`config.mk`:
```
export PLATFORM = sky130hd
export DESIGN_NAME = keypad_scan_entry
export DESIGN_NICKNAME = d
export VERILOG_FILES = /design/src/rtl/keypad_scan_entry.sv
export SDC_FILE = /design/constraint.sdc
export NUM_CORES = 1
export LEC_CHECK = 0
export BUFFER_PORTS_ARGS = -buffer_cell sky130_fd_sc_hd__buf_2
export CAP_MARGIN = 0
export CORE_MARGIN = 8
export CORE_UTILIZATION = 55
export CTS_CLUSTER_DIAMETER = 30
export CTS_CLUSTER_SIZE = 12
export DETAILED_ROUTE_END_ITERATION = 16
export PLACE_DENSITY = 0.74
export SLEW_MARGIN = 30
export SYNTH_ARGS = -nofsm -noshare
export SYNTH_HDL_FRONTEND = slang
export SYNTH_SLANG_ARGS = --single-unit
```
`constraint.sdc`:
```
create_clock -name CLK -period 4.62 [get_ports CLK]
set_input_delay 1.155 -clock CLK [delete_from_list [all_inputs] [get_ports CLK]]
set_output_delay 1.155 -clock CLK [all_outputs]
set_load 0.03 [all_outputs]
```
`src/rtl/keypad_scan_entry.sv`:
```
// 4x4 active-low keypad scanner with debounce.
// Emits one digit or function-key strobe per accepted press.
module keypad_scan_entry #(
  parameter int SCAN_DIV       = 1000,
  parameter int DEBOUNCE_SCANS = 4
) (
  input  logic       CLK,
  input  logic       RST,
  input  logic [3:0] row_sense,
  output logic [3:0] col_drive,
  output logic [3:0] keycode,
  output logic [3:0] digit,
  output logic       digit_strobe,
  output logic       fn_strobe,
  output logic       key_held
);

  localparam int DW = (SCAN_DIV > 1) ? $clog2(SCAN_DIV) : 1;
  localparam int CW = $clog2(DEBOUNCE_SCANS + 1);
  localparam logic [DW-1:0] DIV_LAST = DW'(SCAN_DIV - 1);
  localparam logic [CW-1:0] DB       = CW'(DEBOUNCE_SCANS);
  localparam logic [CW-1:0] ONE_CNT  = CW'(1);
  // nibble at {row,col}: r0 1 2 3 A, r1 4 5 6 B, r2 7 8 9 C, r3 E 0 F D
  localparam logic [63:0] KMAP =
    {16'hDF0E, 16'hC987, 16'hB654, 16'hA321};

  typedef enum logic [1:0] {
    IDLE, PRESS, HELD, RELEASE
  } state_t;

  function automatic logic [3:0] key_at(
    input logic [1:0] r,
    input logic [1:0] c
  );
    return KMAP[{r, c, 2'b00} +: 4];
  endfunction

  logic [3:0]    r_sync1, r_sync2;
  logic [DW-1:0] r_div;
  logic [1:0]    r_col;
  logic [3:0]    r_col_drive;
  logic [1:0]    r_acc_cnt;
  logic [3:0]    r_acc_code;
  state_t        r_state;
  logic [CW-1:0] r_cnt;
  logic [3:0]    r_cand;
  logic [3:0]    r_keycode, r_digit;
  logic          r_dstb, r_fstb;

  logic          w_sample, w_done;
  logic [3:0]    w_hit;
  logic [2:0]    w_col_n, w_tot;
  logic [3:0]    w_col_code, w_code;
  logic          w_one, w_multi;
  state_t        w_nxt;
  logic [CW-1:0] w_cnt_n;
  logic [3:0]    w_cand_n;
  logic          w_acc;

  assign w_sample = (r_div == DIV_LAST);
  assign w_done   = w_sample && (r_col == 2'd3);
  assign w_hit    = ~r_sync2;

  always_comb begin
    w_col_n    = 3'd0;
    w_col_code = 4'd0;
    for (int i = 0; i < 4; i++) begin
      if (w_hit[i]) begin
        w_col_n    = w_col_n + 3'd1;
        w_col_code = key_at(2'(i), r_col);
      end
    end
  end

  assign w_tot   = {1'b0, r_acc_cnt} + w_col_n;
  assign w_multi = (w_tot >= 3'd2);
  assign w_one   = (w_tot == 3'd1);
  assign w_code  = (r_acc_cnt == 2'd0) ? w_col_code : r_acc_code;

  always_comb begin
    w_nxt    = r_state;
    w_cnt_n  = r_cnt;
    w_cand_n = r_cand;
    w_acc    = 1'b0;
    if (w_done) begin
      unique case (r_state)
        IDLE: begin
          if (w_one) begin
            w_cand_n = w_code;
            w_cnt_n  = ONE_CNT;
            if (DB == ONE_CNT) begin
              w_acc = 1'b1;
              w_nxt = HELD;
            end else begin
              w_nxt = PRESS;
            end
          end
        end
        PRESS: begin
          if (w_multi) begin
            w_cnt_n = ONE_CNT;
          end else if (!w_one) begin
            w_nxt = IDLE;
          end else if (w_code != r_cand) begin
            w_cand_n = w_code;
            w_cnt_n  = ONE_CNT;
            if (DB == ONE_CNT) begin
              w_acc = 1'b1;
              w_nxt = HELD;
            end
          end else if (r_cnt + ONE_CNT == DB) begin
            w_acc = 1'b1;
            w_nxt = HELD;
          end else begin
            w_cnt_n = r_cnt + ONE_CNT;
          end
        end
        HELD: begin
          if (!w_one && !w_multi) begin
            w_cnt_n = ONE_CNT;
            w_nxt   = (DB == ONE_CNT) ? IDLE : RELEASE;
          end
        end
        RELEASE: begin
          if (w_one || w_multi) begin
            w_nxt = HELD;
          end else if (r_cnt + ONE_CNT == DB) begin
            w_nxt = IDLE;
          end else begin
            w_cnt_n = r_cnt + ONE_CNT;
          end
        end
        default: w_nxt = IDLE;
      endcase
    end
  end

  always_ff @(posedge CLK or negedge RST) begin
    if (!RST) begin
      r_sync1     <= 4'b1111;
      r_sync2     <= 4'b1111;
      r_div       <= '0;
      r_col       <= 2'd0;
      r_col_drive <= 4'b1110;
      r_acc_cnt   <= 2'd0;
      r_acc_code  <= 4'd0;
    end else begin
      r_sync1 <= row_sense;
      r_sync2 <= r_sync1;
      if (w_sample) begin
        r_div       <= '0;
        r_col       <= r_col + 2'd1;
        r_col_drive <= {r_col_drive[2:0], r_col_drive[3]};
        if (r_col == 2'd3) begin
          r_acc_cnt  <= 2'd0;
          r_acc_code <= 4'd0;
        end else begin
          r_acc_cnt  <= w_multi ? 2'd2 : w_tot[1:0];
          r_acc_code <= w_code;
        end
      end else begin
        r_div <= r_div + DW'(1);
      end
    end
  end

  always_ff @(posedge CLK or negedge RST) begin
    if (!RST) begin
      r_state   <= IDLE;
      r_cnt     <= '0;
      r_cand    <= 4'd0;
      r_keycode <= 4'd0;
      r_digit   <= 4'd0;
      r_dstb    <= 1'b0;
      r_fstb    <= 1'b0;
    end else begin
      r_state <= w_nxt;
      r_cnt   <= w_cnt_n;
      r_cand  <= w_cand_n;
      r_dstb  <= w_acc && (w_cand_n <= 4'd9);
      r_fstb  <= w_acc && (w_cand_n > 4'd9);
      if (w_acc) begin
        r_keycode <= w_cand_n;
        if (w_cand_n <= 4'd9) r_digit <= w_cand_n;
      end
    end
  end

  assign col_drive    = r_col_drive;
  assign keycode      = r_keycode;
  assign digit        = r_digit;
  assign digit_strobe = r_dstb;
  assign fn_strobe    = r_fstb;
  assign key_held     = (r_state == HELD) || (r_state == RELEASE);

endmodule

```
; ---- Yosys cells after proc, flatten, opt, wreduce, memory -nomap -nowiden
; Index checks and enable logic that the tools add are counted.
[op_classes]
n_addsub = 7
magnitude_cmp = 3
eq_ne = 16
n_shift = 4
muxes = 42
bitwise = 1
reduce_logical = 13
[ops]
columns = op, n
row1 = $shiftx A64 B7 Y4 const A, 2
row2 = $shiftx A64 B5 Y4 const A, 1
row3 = $shiftx A64 B6 Y4 const A, 1
row4 = $mux W4, 11
row5 = $mux W3, 10
row6 = $mux W2, 10
row7 = $add A3 B1 Y3 const B, 4
row8 = $ne A3 B3 Y1 const B, 4
row9 = $pmux W3 S4, 1
row10 = $add A10 B1 Y10 const B, 1
row11 = $eq A10 B10 Y1 const B, 1
row12 = $mux W10, 1
row13 = $ne A2 B2 Y1 const B, 4
row14 = $pmux W2 S4, 1
row15 = $pmux W4 S2, 1
row16 = $mux W1, 7
row17 = $reduce_and A7 Y1, 1
row18 = $eq A2 B2 Y1 const B, 3
row19 = $reduce_and A5 Y1, 1
row20 = $gt A4 B4 Y1 const B, 1
row21 = $le A4 B4 Y1 const B, 1
row22 = $logic_and A1 B1 Y1, 4
row23 = $logic_not A2 Y1, 2
row24 = $ne A4 B4 Y1, 1
row25 = other kinds (10), 12
[totals]
reg_bits = 49
inputBits = 6
output_inout_bits = 15
word_cells = 100

; ---- Logic depth before layout (Yosys ltp)
; Gate-level depths: netlist of the first run.
[depth]
ltp_word = 16
ltp_mapped = 14

; ---- Least setup slack after synthesis of the first run
; OpenSTA, ideal clock, no wires.
[synth_path]
kind = reg-to-reg
from = register r_sync2[1]
to = register r_digit[0] (netlist: digit[0])
setup_time_ps = 125
arrival_ps = 3582
setup_slack_ps = 913
path_stages_with_launch = 14
n_path_buf = 1
period_less_slack_ps = 3707
path_cell_list = dfstp_2 inv_1 ha_1 xnor2_1 ha_1 mux2_2 fa_1 xnor3_1 nor2b_1 buf_2 nand4_1 nor4_4 nand2_2 mux2_4
[synth_via]
elab_chain_cells = 14
word_cells_on_any_way = 27
cone_classes = 3 x add/sub / 2 x order compare / 2 x eq/ne / 18 x mux / 1 x bitwise / 1 x reduce/logical
[synth_lines]
columns = element, line_no
row1 = "start, declared", 38  ; logic [3:0] r_sync1, r_sync2;
row2 = "start signal, assigned", 149  ; r_sync2 <= r_sync1;
row3 = $not A4 Y4 *, 62  ; assign w_hit = ~r_sync2;
row4 = "parallel branches: the longest is 13 deep, another holds $le A4 B4 Y1", -
row5 = "end signal, assigned", 184  ; if (w_cand_n <= 4'd9) r_digit <= w_cand_n;
row6 = "end, declared", 47  ; logic [3:0] r_keycode, r_digit;
; Mark *: on every way between the ends.
; A chain may end at the register's enable or synchronous reset.

; ---- Worst setup path in the final report of the first run
; Same ends and word-level chain as after synthesis.

==> results of run 1 <==
[power by group through the flow]
stage | registers [mW] | clock network [mW] | logic, mW
after floorplan | 0.445 | 0 | 0.0480
after global placement | 0.448 | 0 | 0.0638
after detailed placement | 0.448 | 0 | 0.0642
after CTS | 0.440 | 0.290 | 0.0647
after global routing | 0.441 | 0.306 | 0.0718
final | 0.440 | 0.283 | 0.0635
[kinds of logic (layout without fill, tap and decap cells)]
| logic type | after synthesis | count (layout) | synth area share [%] |
|---|---|---|---|
| compound gates | 44 | 44 | 11.6 |
| xor+xnor | 14 | 14 | 5.34 |
| fa+ha+maj | 14 | 14 | 6.78 |
| buf+inv | 21 | 41 | 3.94 |
| flops | 49 | 49 | 46.0 |
| mux | 14 | 14 | 5.85 |
| simple gates | 101 | 101 | 20.5 |
[synth_stat cells (all sizes together), types with 2 or more instances]
master    n  share of area [%]
ha       13                6.0
mux2i     3                1.1
dfrtp    38                 35
nor4      2                1.0
nand3     9                2.3
clkbuf    6                1.2
o21ai    13                2.4
nor3      5               0.93
nand2    31                4.4
nor2     22                3.7
and2      3               0.70
mux2     11                4.7
o2111ai   2               0.65
inv      11                1.5
or3       5                1.2
dfstp    11                 11
a22o      4                1.3
a21oi     7                1.3
nand4     5                1.2
a2bb2oi   3               0.97
a22oi     2               0.56
nand3b    2               0.56
xor2      6                2.2
o31ai     3               0.84
nand2b    6                1.4
buf       4                1.2
nor2b     5                1.2
xnor2     7                2.3
o221ai    2               0.88
[area by class of cell]
type | instances | area, µm² | share of cell area [%]
repair buffers | 22 | 118 | 4.00
well taps | 67 | 83.8 | 2.85
clock buffers | 7 | 96.3 | 3.28
inverters | 11 | 41.3 | 1.41
flip-flops and latches | 49 | 1240 | 42.2
multi-input cells | 187 | 1350 | 46.0
clock inverters | 1 | 8.76 | 0.298
[through the flow]
stage	hold slack, ps	power (mW)	utilization, %	cells	area [µm²]
CTS	361	0.794	62.2	344	2940
floorplan	345	0.493	-	257	2700
finish	360	0.786	62.2	344	2940
detailed placement	349	0.512	60.0	336	2830
global route	367	0.818	62.2	344	2940
global placement	348	0.512	59.9	336	2830
[worst register-to-register path: stages, from the launching register on]
cell and delay, ps:
sky130_fd_sc_hd__dfstp_2 590, sky130_fd_sc_hd__inv_1 50, sky130_fd_sc_hd__ha_1 290, sky130_fd_sc_hd__xnor2_1 230, sky130_fd_sc_hd__ha_1 270, sky130_fd_sc_hd__mux2_2 270
sky130_fd_sc_hd__fa_1 390, sky130_fd_sc_hd__xnor3_1 360, sky130_fd_sc_hd__nor2b_1 120, sky130_fd_sc_hd__buf_4 190, sky130_fd_sc_hd__nand4_1 150, sky130_fd_sc_hd__nor4_4 460
sky130_fd_sc_hd__nand2_2 110, sky130_fd_sc_hd__mux2_4 310
[layer usage]
layer	vias up	track usage, %	part of all wire [%]
li1	931	-	-
met1	914	21.0	49
met2	49	20.9	43
met3	12	4.58	5.1
met4	0	7.80	2.7
met5	-	0	0
[sequential cells by signal (all words and copies together), names as in the netlist, 3 cells and up]
| register | cells |
|---|---|
| r_div | 10 |
| digit | 4 |
| col_drive | 4 |
| r_sync1 | 4 |
| keycode | 4 |
| r_cand | 4 |
| r_sync2 | 4 |
| r_cnt | 3 |
| r_acc_code | 4 |
[worst max-delay path by stage]
stage	from	cells after the start	slack, ps	end
after global routing	r_sync2[1]$_DFF_PN1_	13	410	digit[0]$_DFFE_PN0P_
final	r_sync2[1]$_DFF_PN1_	13	710	digit[0]$_DFFE_PN0P_
after global placement	r_sync2[1]$_DFF_PN1_	13	770	digit[0]$_DFFE_PN0P_
after detailed placement	r_sync2[1]$_DFF_PN1_	13	700	digit[0]$_DFFE_PN0P_
after CTS	r_sync2[1]$_DFF_PN1_	13	680	digit[0]$_DFFE_PN0P_
after floorplan	r_sync2[1]$_DFF_PN1_	13	910	digit[0]$_DFFE_PN0P_
[placed cells by master, fill, tap and decap left out, types with 2 or more instances in the layout]
cell,Yosys,routed
sky130_fd_sc_hd__dfrtp_1,38,38
sky130_fd_sc_hd__nand2_1,30,30
sky130_fd_sc_hd__nor2_1,21,21
sky130_fd_sc_hd__buf_2,2,19
sky130_fd_sc_hd__o21ai_0,13,13
sky130_fd_sc_hd__ha_1,13,13
sky130_fd_sc_hd__inv_1,11,11
sky130_fd_sc_hd__dfstp_2,11,11
sky130_fd_sc_hd__mux2_2,10,10
sky130_fd_sc_hd__xnor2_1,7,7
sky130_fd_sc_hd__nand3_1,7,7
sky130_fd_sc_hd__a21oi_1,7,7
sky130_fd_sc_hd__clkbuf_8,1,7
sky130_fd_sc_hd__nand2b_1,6,6
sky130_fd_sc_hd__nand4_1,5,5
sky130_fd_sc_hd__nor3_1,5,5
sky130_fd_sc_hd__xor2_1,5,5
sky130_fd_sc_hd__or3_1,5,5
sky130_fd_sc_hd__nor2b_1,5,5
sky130_fd_sc_hd__a22o_1,4,4
sky130_fd_sc_hd__and2_1,3,3
sky130_fd_sc_hd__o31ai_1,3,3
sky130_fd_sc_hd__a2bb2oi_1,3,3
sky130_fd_sc_hd__mux2i_1,3,3
sky130_fd_sc_hd__buf_4,0,3
sky130_fd_sc_hd__nand3b_1,2,2
sky130_fd_sc_hd__o2111ai_1,2,2
sky130_fd_sc_hd__a22oi_1,2,2
==> impl_metrics.csv, run 1 <==
group,metric,value,unit
run_status,outcome,"completed",
cts,cts_setup_buffers,0,
routing,route.detailed.wl_per_inst,14.8,µm
floorplanning,placeableCoreArea,4720,µm²
placed_design,post-place-ws,698,ps
min_path,min_path_cells,0,
sta,finalCriticalPeriod,3910,ps
floorplanning,die_width,86.0,µm
sta,setup_repair_after_global_routing_missed_its_margin,"false",
routing,route.antenna.remaining_nets,0,
synthesis,yosysWarnings,0,
worst_setup_path,timing.setup.critical_path_class,"register to register",
routing,routed-via-count,1906,
cts,clock_latency,310,ps
worst_setup_path,critPathCaptureType,"register",
worst_setup_path,crit-reg2reg-capture,"digit[0]$_DFFE_PN0P_",
routing,vias_per_cell,5.54,
sta,finClkSkew,6.23,ps
power,switchingPower,188,µW
routing,drcViolationCount,0,
power,irDropWorstVdd,163,µV
placed_design,post_dp_hpwl,3680,µm
worst_setup_path,worstPathBufferInverterCount,2,
global_routing,grt_pass1_vias,1927,
placed_design,gp_routability_congestion,0.874,
power,power.density,268,nW/µm²
sta,tightestPinTransition,676,ps
floorplanning,ios,21,
synthesis,ys_seq_area_share,46.0,%
floorplanning,die_h,86.0,µm
synthesis,synth_top_flop_cell,"sky130_fd_sc_hd__dfrtp_1",
floorplanning,floorplan.die_area,7400,µm²
layout,area_growth,8.96,%
synthesis,postSynthAreaPerCell,10.5,µm²
sta,max_freq,256,MHz
routing,detailedRoute.firstPassIterationCount,4,
power,power.sequential.fraction,55.9,%
run,cap_violations,0,
placed_design,io_buffers,20,
floorplanning,initial_core_util,57.1,%
cts,tritoncts.num_buffers,5,
synthesis,yosysUniqueCellTypes,55,
power,internal-power,599,µW
worst_setup_path,timing.critical_path.required,4820,ps
worst_setup_path,crit_path_top_delay_cell,"sky130_fd_sc_hd__dfstp_2",
min_path,holdCritStartpoint,"r_sync1[2]$_DFF_PN1_",
sta,finalCritPeriodShare,84.7,%
synthesis,post_synthesis_sequential_element_count,49,
routing,drt_first_iter_violations,158,
sta,slew-limit-headroom,55.0,%
min_path,worst_hold_path.endpoint,"r_sync2[2]$_DFF_PN1_",
sta,finalSetupViolCount,0,
cts,cts_hold_repair.buffers,0,
synthesis,synth.cell_area,2700,µm²
worst_setup_path,timing.critical_path.from_type,"register",
global_routing,global_route.overflow_total,0,
power,pwr-share-comb,8.1,%
cts,clkSinkCount,49,
synthesis,synth-async-reset-ratio,100,%
min_path,holdCritPathClass,"register to register",
layout,layout.nets,296,
cts,cts_max_path_buffers,2,
synthesis,synthesis.instances,257,
floorplanning,rows,25,
global_routing,grt_first_pass_wirelength,8980,µm
worst_setup_path,critical_path_at,4110,ps
power,switching_share,23.8,%
worst_setup_path,rr_worst_depth,13,
routing,routed_wirelength,5100,µm
sta,report.final.hold_viol_count,0,
worst_setup_path,critical-path-max-stage-delay,590,ps
worst_setup_path,critical_path.reg2reg.startpoint,"r_sync2[1]$_DFF_PN1_",
worst_setup_path,path_cells,"inv_1 -> ha_1 -> xnor2_1 -> ha_1 -> mux2_2 -> fa_1 -> xnor3_1 -> nor2b_1 -> buf_4 -> nand4_1 -> nor4_4 -> nand2_2 -> mux2_4",
worst_setup_path,ff2ff_setup_slack,710,ps
layout,antenna-diode-count,0,
sta,setup_slack,709,ps
cts,cts_tree,"done",
layout,layout-drive-gt1-share,22.7,%
worst_setup_path,critPathTopFamily,"adder cells",
synthesis,post_synth_edffs,0,
sta,final-max-slew-violation-count,0,
global_routing,number_of_antenna_violations_at_the_first_check_in_global_routing,0,
power,clkPwrFrac,36.0,%
synthesis,net_count_of_the_mapped_netlist,277,
worst_setup_path,critPathMostFrequentCell,"sky130_fd_sc_hd__ha_1",
worst_setup_path,max_fo_critical_path,10,
cts,cts-htree-levels,2,
sta,tns,0,ps
global_routing,grt_start_max_net_pins,50,
cts,clkSlewWorstSetupHoldPaths,90,ps
cts,cts_root_buf,"sky130_fd_sc_hd__clkbuf_8",
power,power.static_leakage,1.42,nW
cts,postCtsResizedCells,0,
global_routing,total_global_route_track_usage,15.3,%
layout,filler_cell_count,397,
(Power assumes the default switching activity.)
==> run 2: changes to the inputs <==
--- a/config.mk
+++ b/config.mk
@@ -8,11 +8,11 @@
 export BUFFER_PORTS_ARGS = -buffer_cell sky130_fd_sc_hd__buf_2
 export CAP_MARGIN = 0
 export CORE_MARGIN = 8
-export CORE_UTILIZATION = 55
+export CORE_UTILIZATION = 54
 export CTS_CLUSTER_DIAMETER = 30
 export CTS_CLUSTER_SIZE = 12
 export DETAILED_ROUTE_END_ITERATION = 16
-export PLACE_DENSITY = 0.74
+export PLACE_DENSITY = 0.76
 export SLEW_MARGIN = 30
 export SYNTH_ARGS = -nofsm -noshare
 export SYNTH_HDL_FRONTEND = slang
==> constraint.sdc (replaced) <==
create_clock -name CLK -period 3.38 [get_ports CLK]
set_input_delay 0.845 -clock CLK [delete_from_list [all_inputs] [get_ports CLK]]
set_output_delay 0.845 -clock CLK [all_outputs]
set_load 0.03 [all_outputs]
==> impl_metrics.csv, run 2 (synthesis results as in run 1) <==
group,metric,value,unit
run_status,outcome,"completed",
floorplanning,ios,21,
layout,layout_common_cells,"38 x sky130_fd_sc_hd__dfrtp_1, 30 x sky130_fd_sc_hd__nand2_1, 21 x sky130_fd_sc_hd__nor2_1",
worst_setup_path,critical_path.reg2reg.startpoint,"r_sync2[1]$_DFF_PN1_",
routing,route.antenna.remaining_nets,0,
global_routing,global_route.overflow_total,0,
sta,finalCritPeriodShare,97.7,%
sta,finClkSkew,3.90,ps
global_routing,grt_start_max_net_pins,50,
global_routing,grt_pass1_vias,1913,
sta,final-max-slew-violation-count,0,
power,switchingPower,255,µW
cts,tritoncts.num_buffers,5,
min_path,holdCritPathClass,"register to register",
routing,vias_per_cell,5.48,
run,cap_violations,0,
worst_setup_path,timing.critical_path.required,3570,ps
placed_design,post-place-ws,-4.80,ps
floorplanning,die_h,86.7,µm
cts,cts-htree-levels,2,
layout,register_area,1240,µm²
power,total_power_after_layout,1.05,mW
routing,route.detailed.wl_per_inst,14.6,µm
routing,detailedRoute.firstPassIterationCount,4,
floorplanning,placeableCoreArea,4790,µm²
worst_setup_path,timing.setup.critical_path_class,"register to register",
sta,holdWs,359,ps
cts,clock_latency,300,ps
power,irDropWorstVdd,220,µV
sta,slew-limit-headroom,60.0,%
sta,setup_slack,76.5,ps
worst_setup_path,ff2ff_setup_slack,80,ps
floorplanning,initial_core_util,56.3,%
placed_design,io_buffers,20,
layout,filler_cell_count,402,
layout,area_growth,12.9,%
power,power.sequential.fraction,57.1,%
floorplanning,rows,25,
power,power.static_leakage,1.47,nW
min_path,holdCritStartpoint,"r_sync1[3]$_DFF_PN1_",
worst_setup_path,crit-reg2reg-capture,"keycode[3]$_DFFE_PN0P_",
routing,routed_wirelength,5130,µm
sta,setup_repair_after_global_routing_missed_its_margin,"true",
placed_design,gp_routability_congestion,0.858,
sta,finalSetupViolCount,0,
floorplanning,floorplan.die_area,7510,µm²
sta,max_freq,303,MHz
min_path,worst_hold_path.endpoint,"r_sync2[3]$_DFF_PN1_",
layout,multiInputGateArea,1410,µm²
sta,finalCriticalPeriod,3300,ps
layout,layout_commonest_cell,"sky130_fd_sc_hd__dfrtp_1",
worst_setup_path,critPathCaptureType,"register",
sta,tightestPinTransition,601,ps
power,clkPwrFrac,31.2,%
sta,report.final.hold_viol_count,0,
floorplanning,die_width,86.7,µm
power,internal-power,797,µW
cts,cts_max_path_buffers,2,
worst_setup_path,rr_worst_depth,12,
routing,drcViolationCount,0,
cts,clkSlewWorstSetupHoldPaths,80,ps
cts,cts_root_buf,"sky130_fd_sc_hd__clkbuf_8",
cts,cts_tree,"done",
worst_setup_path,timing.critical_path.from_type,"register",
global_routing,number_of_antenna_violations_at_the_first_check_in_global_routing,0,
layout,largest_reg_flops,10,
worst_setup_path,critical_path_at,3490,ps
layout,antenna-diode-count,0,
power,power.density,346,nW/µm²
layout,layout-drive-gt1-share,27.7,%
layout,biggest_register,"r_div",
placed_design,post_dp_hpwl,3580,µm
power,switching_share,24.2,%
global_routing,grt_first_pass_wirelength,8750,µm
worst_setup_path,crit_path_start,"r_sync2[1]$_DFF_PN1_",
global_routing,total_global_route_track_usage,14.7,%
min_path,min_path_cells,0,
cts,cts_hold_repair.buffers,0,
power,pwr-share-comb,11.7,%
routing,routed-via-count,1930,
routing,drt_first_iter_violations,133,
layout,layout.nets,304,
cts,clkSinkCount,49,
worst_setup_path,max_fo_critical_path,9,
==> run 2: cell count changes in the layout (fill, tap and decap cells not counted), sizes merged <==
cell,before,now
clkbuf,7,6
clkinv,0,2
buf,22,30
inv,12,11
==> run 2: area by class of cell <==
type / instances / share of cell area (%)
Clock buffer: 6 / 2.38
Clock inverter: 2 / 0.329
Inverter: 11 / 1.36
Multi-Input combinational cell: 187 / 46.3
Sequential cell: 49 / 40.7
Tap cell: 67 / 2.75
Timing Repair Buffer: 30 / 6.09
==> run 2: through the flow <==
stage                     cells  utilization, %  TNS, ps  area, µm²
after CTS                   349            62.3        0       2980
after floorplan             257               -    -68.7       2730
after global placement      340            60.3        0       2890
after global routing        352            63.6     -630       3040
after detailed placement    340            60.4    -9.57       2890
final                       352            63.6        0       3040
==> run 2: how the worst max path moves through the flow <==
stage / endpoint / cells after the start / slack, ps
4_1_cts: digit[2]$_DFFE_PN0P_ / 13 / 20
3_3_place_gp: digit[2]$_DFFE_PN0P_ / 13 / 80
3_5_place_dp: digit[2]$_DFFE_PN0P_ / 13 / -5
5_1_grt: digit[1]$_DFFE_PN0P_ / 13 / -90
6_report: keycode[3]$_DFFE_PN0P_ / 12 / 80
2_1_floorplan: digit[0]$_DFFE_PN0P_ / 13 / -20
==> run 2: power groups by stage <==
| stage | registers, mW | clock network [mW] | logic [mW] |
|---|---|---|---|
| 5_1_grt | 0.602 | 0.362 | 0.136 |
| 6_report | 0.601 | 0.328 | 0.123 |
| 2_1_floorplan | 0.609 | 0 | 0.0727 |
| 3_3_place_gp | 0.611 | 0 | 0.0948 |
| 3_5_place_dp | 0.612 | 0 | 0.0967 |
| 4_1_cts | 0.601 | 0.339 | 0.102 |
==> run 2: worst max-delay path, stage by stage (launching register included) <==
cell                      delay (ps)
sky130_fd_sc_hd__dfstp_2         560
sky130_fd_sc_hd__inv_2            50
sky130_fd_sc_hd__ha_4            290
sky130_fd_sc_hd__xnor2_4         130
sky130_fd_sc_hd__ha_1            250
sky130_fd_sc_hd__mux2_4          270
sky130_fd_sc_hd__fa_2            330
sky130_fd_sc_hd__xnor3_1         200
sky130_fd_sc_hd__nor2b_4         160
sky130_fd_sc_hd__nand4_1         160
sky130_fd_sc_hd__nor4_4          290
sky130_fd_sc_hd__buf_6           180
sky130_fd_sc_hd__mux2_2          330
==> run 2: repair_timing <==
item | 4_1_cts | 5_1_grt
resized for setup | 1 | 8
buffers inserted | 1 | 3
endpoints found under the setup margin | 3 | 11
==> run 2: metal layers <==
metal	wire [µm]	track usage (%)	up-vias
li1	-	-	952
met1	2320	17.9	929
met2	2500	24.0	39
met3	226	4.06	10
met4	87	5.95	0
met5	0	0	-
==> run 3: changes to the inputs <==
--- a/config.mk
+++ b/config.mk
@@ -12,6 +12,7 @@
 export CTS_CLUSTER_DIAMETER = 30
 export CTS_CLUSTER_SIZE = 12
 export DETAILED_ROUTE_END_ITERATION = 16
+export MAX_ROUTING_LAYER = met4
 export PLACE_DENSITY = 0.76
 export SLEW_MARGIN = 30
 export SYNTH_ARGS = -nofsm -noshare
==> impl_metrics.csv, run 3 (synthesis results as in run 1) <==
group,metric,value,unit
floorplanning,placeableCoreArea,4790,µm²
power,internal-power,797,µW
power,pwr-share-comb,11.8,%
global_routing,global_route.overflow_total,0,
routing,drcViolationCount,0,
placed_design,post_dp_hpwl,3580,µm
routing,routed_wirelength,5140,µm
sta,slew-limit-headroom,59.8,%
worst_setup_path,critPathCaptureType,"register",
cts,tritoncts.num_buffers,5,
cts,cts-htree-levels,2,
cts,cts_root_buf,"sky130_fd_sc_hd__clkbuf_8",
floorplanning,die_width,86.7,µm
layout,area_growth,12.9,%
worst_setup_path,timing.setup.critical_path_class,"register to register",
layout,layout_common_cells,"38 x sky130_fd_sc_hd__dfrtp_1, 30 x sky130_fd_sc_hd__nand2_1, 21 x sky130_fd_sc_hd__nor2_1",
sta,report.final.hold_viol_count,0,
placed_design,gp_routability_congestion,0.871,
worst_setup_path,timing.critical_path.required,3570,ps
run_status,outcome,"completed",
global_routing,number_of_antenna_violations_at_the_first_check_in_global_routing,0,
layout,biggest_register,"r_div",
cts,clkSlewWorstSetupHoldPaths,80,ps
routing,vias_per_cell,5.49,
routing,detailedRoute.firstPassIterationCount,4,
global_routing,grt_pass1_vias,1915,
placed_design,post-place-ws,-4.80,ps
cts,cts_tree,"done",
routing,route.detailed.wl_per_inst,14.6,µm
routing,routed-via-count,1932,
min_path,holdCritPathClass,"register to register",
worst_setup_path,crit_path_top_delay_cell,"sky130_fd_sc_hd__dfstp_2",
cts,clock_latency,300,ps
routing,route.antenna.remaining_nets,0,
sta,finalSetupViolCount,0,
worst_setup_path,rr_worst_depth,13,
sta,holdWs,359,ps
floorplanning,rows,25,
layout,layout-drive-gt1-share,27.7,%
worst_setup_path,timing.critical_path.from_type,"register",
power,power.density,346,nW/µm²
layout,layout.nets,304,
sta,final-max-slew-violation-count,0,
min_path,min_path_cells,0,
worst_setup_path,critical-path-max-stage-delay,560,ps
sta,max_freq,301,MHz
global_routing,grt_start_max_net_pins,50,
layout,layout_commonest_cell,"sky130_fd_sc_hd__dfrtp_1",
power,power.sequential.fraction,57.1,%
power,power.static_leakage,1.47,nW
power,irDropWorstVdd,219,µV
sta,finalCriticalPeriod,3320,ps
sta,finClkSkew,3.63,ps
placed_design,io_buffers,20,
worst_setup_path,path_cells,"inv_2 -> ha_4 -> xnor2_4 -> ha_1 -> mux2_4 -> fa_2 -> xnor3_1 -> nor2b_4 -> buf_6 -> nand3_4 -> mux2_2 -> nand2_2 -> mux2_4",
cts,cts_max_path_buffers,2,
run,cap_violations,0,
floorplanning,initial_core_util,56.3,%
sta,setup_repair_after_global_routing_missed_its_margin,"true",
sta,setup_slack,61.5,ps
power,switchingPower,256,µW
layout,largest_reg_flops,10,
routing,drt_first_iter_violations,112,
power,clkPwrFrac,31.1,%
worst_setup_path,worstPathBufferInverterCount,2,
sta,finalCritPeriodShare,98.2,%
floorplanning,floorplan.die_area,7510,µm²
worst_setup_path,critical_path_depth,13,
floorplanning,ios,21,
floorplanning,die_h,86.7,µm
global_routing,total_global_route_track_usage,15.1,%
layout,antenna-diode-count,0,
worst_setup_path,critPathMostFrequentCell,"sky130_fd_sc_hd__mux2_4",
worst_setup_path,max_fo_critical_path,7,
worst_setup_path,critPathTopFamily,"multiplexers",
power,switching_share,24.3,%
worst_setup_path,critical_path_at,3510,ps
global_routing,grt_first_pass_wirelength,8730,µm
cts,clkSinkCount,49,
sta,tightestPinTransition,603,ps
## run 3: metrics by stage
stage	power (mW)	TNS (ps)	cell area [µm²]	utilization (%)	cells
detailed placement	0.709	-9.57	2890	60.4	340
floorplan	0.681	-68.7	2730	-	257
CTS	1.04	0	2980	62.3	349
global route	1.10	-627	3040	63.6	352
finish	1.05	0	3040	63.6	352
global placement	0.706	0	2890	60.3	340
## run 3: worst paths after layout
check	startpoint	to	slack (ps)
setup / recovery	r_sync2[1]$_DFF_PN1_	digit[0]$_DFFE_PN0P_	60
hold / removal	r_sync1[3]$_DFF_PN1_	r_sync2[3]$_DFF_PN1_	360
setup reg to reg	r_sync2[1]$_DFF_PN1_	digit[0]$_DFFE_PN0P_	60
hold reg to reg	r_sync1[3]$_DFF_PN1_	r_sync2[3]$_DFF_PN1_	360
max in group asynchronous	RST	digit[3]$_DFFE_PN0P_	2420
min in group asynchronous	RST	col_drive[0]$_DFFE_PN0N_	550
## run 3: per-layer routing
| layer | part of all wire (%) | vias to the layer above | global-route usage [%] |
|---|---|---|---|
| met5 | 0 | - | - |
| met4 | 1.1 | 0 | 5.95 |
| met3 | 4.1 | 8 | 4.06 |
| met2 | 49 | 45 | 24.1 |
| met1 | 46 | 929 | 17.7 |
| li1 | - | 950 | - |
## run 3: power groups by stage
stage	registers [mW]	clock network, mW	logic [mW]
6_report	0.601	0.328	0.124
5_1_grt	0.602	0.362	0.135
4_1_cts	0.601	0.339	0.102
3_5_place_dp	0.612	0	0.0967
3_3_place_gp	0.611	0	0.0948
2_1_floorplan	0.609	0	0.0727
## run 3: cell type report
type / count / area (µm²)
Clock buffer: 6 / 72.6
Tap cell: 67 / 83.8
Fill cell: 402 / 1740
Timing Repair Buffer: 30 / 185
Sequential cell: 49 / 1240
Multi-Input combinational cell: 187 / 1410
Inverter: 11 / 41.3
Clock inverter: 2 / 10.0
## run 3: timing repair
action,4_1_cts,5_1_grt
hold buffers,0,0
pin swaps,0,0
cloned,0,0
setup buffers,1,3
gates resized for setup,1,8
setup endpoints to repair,3,11
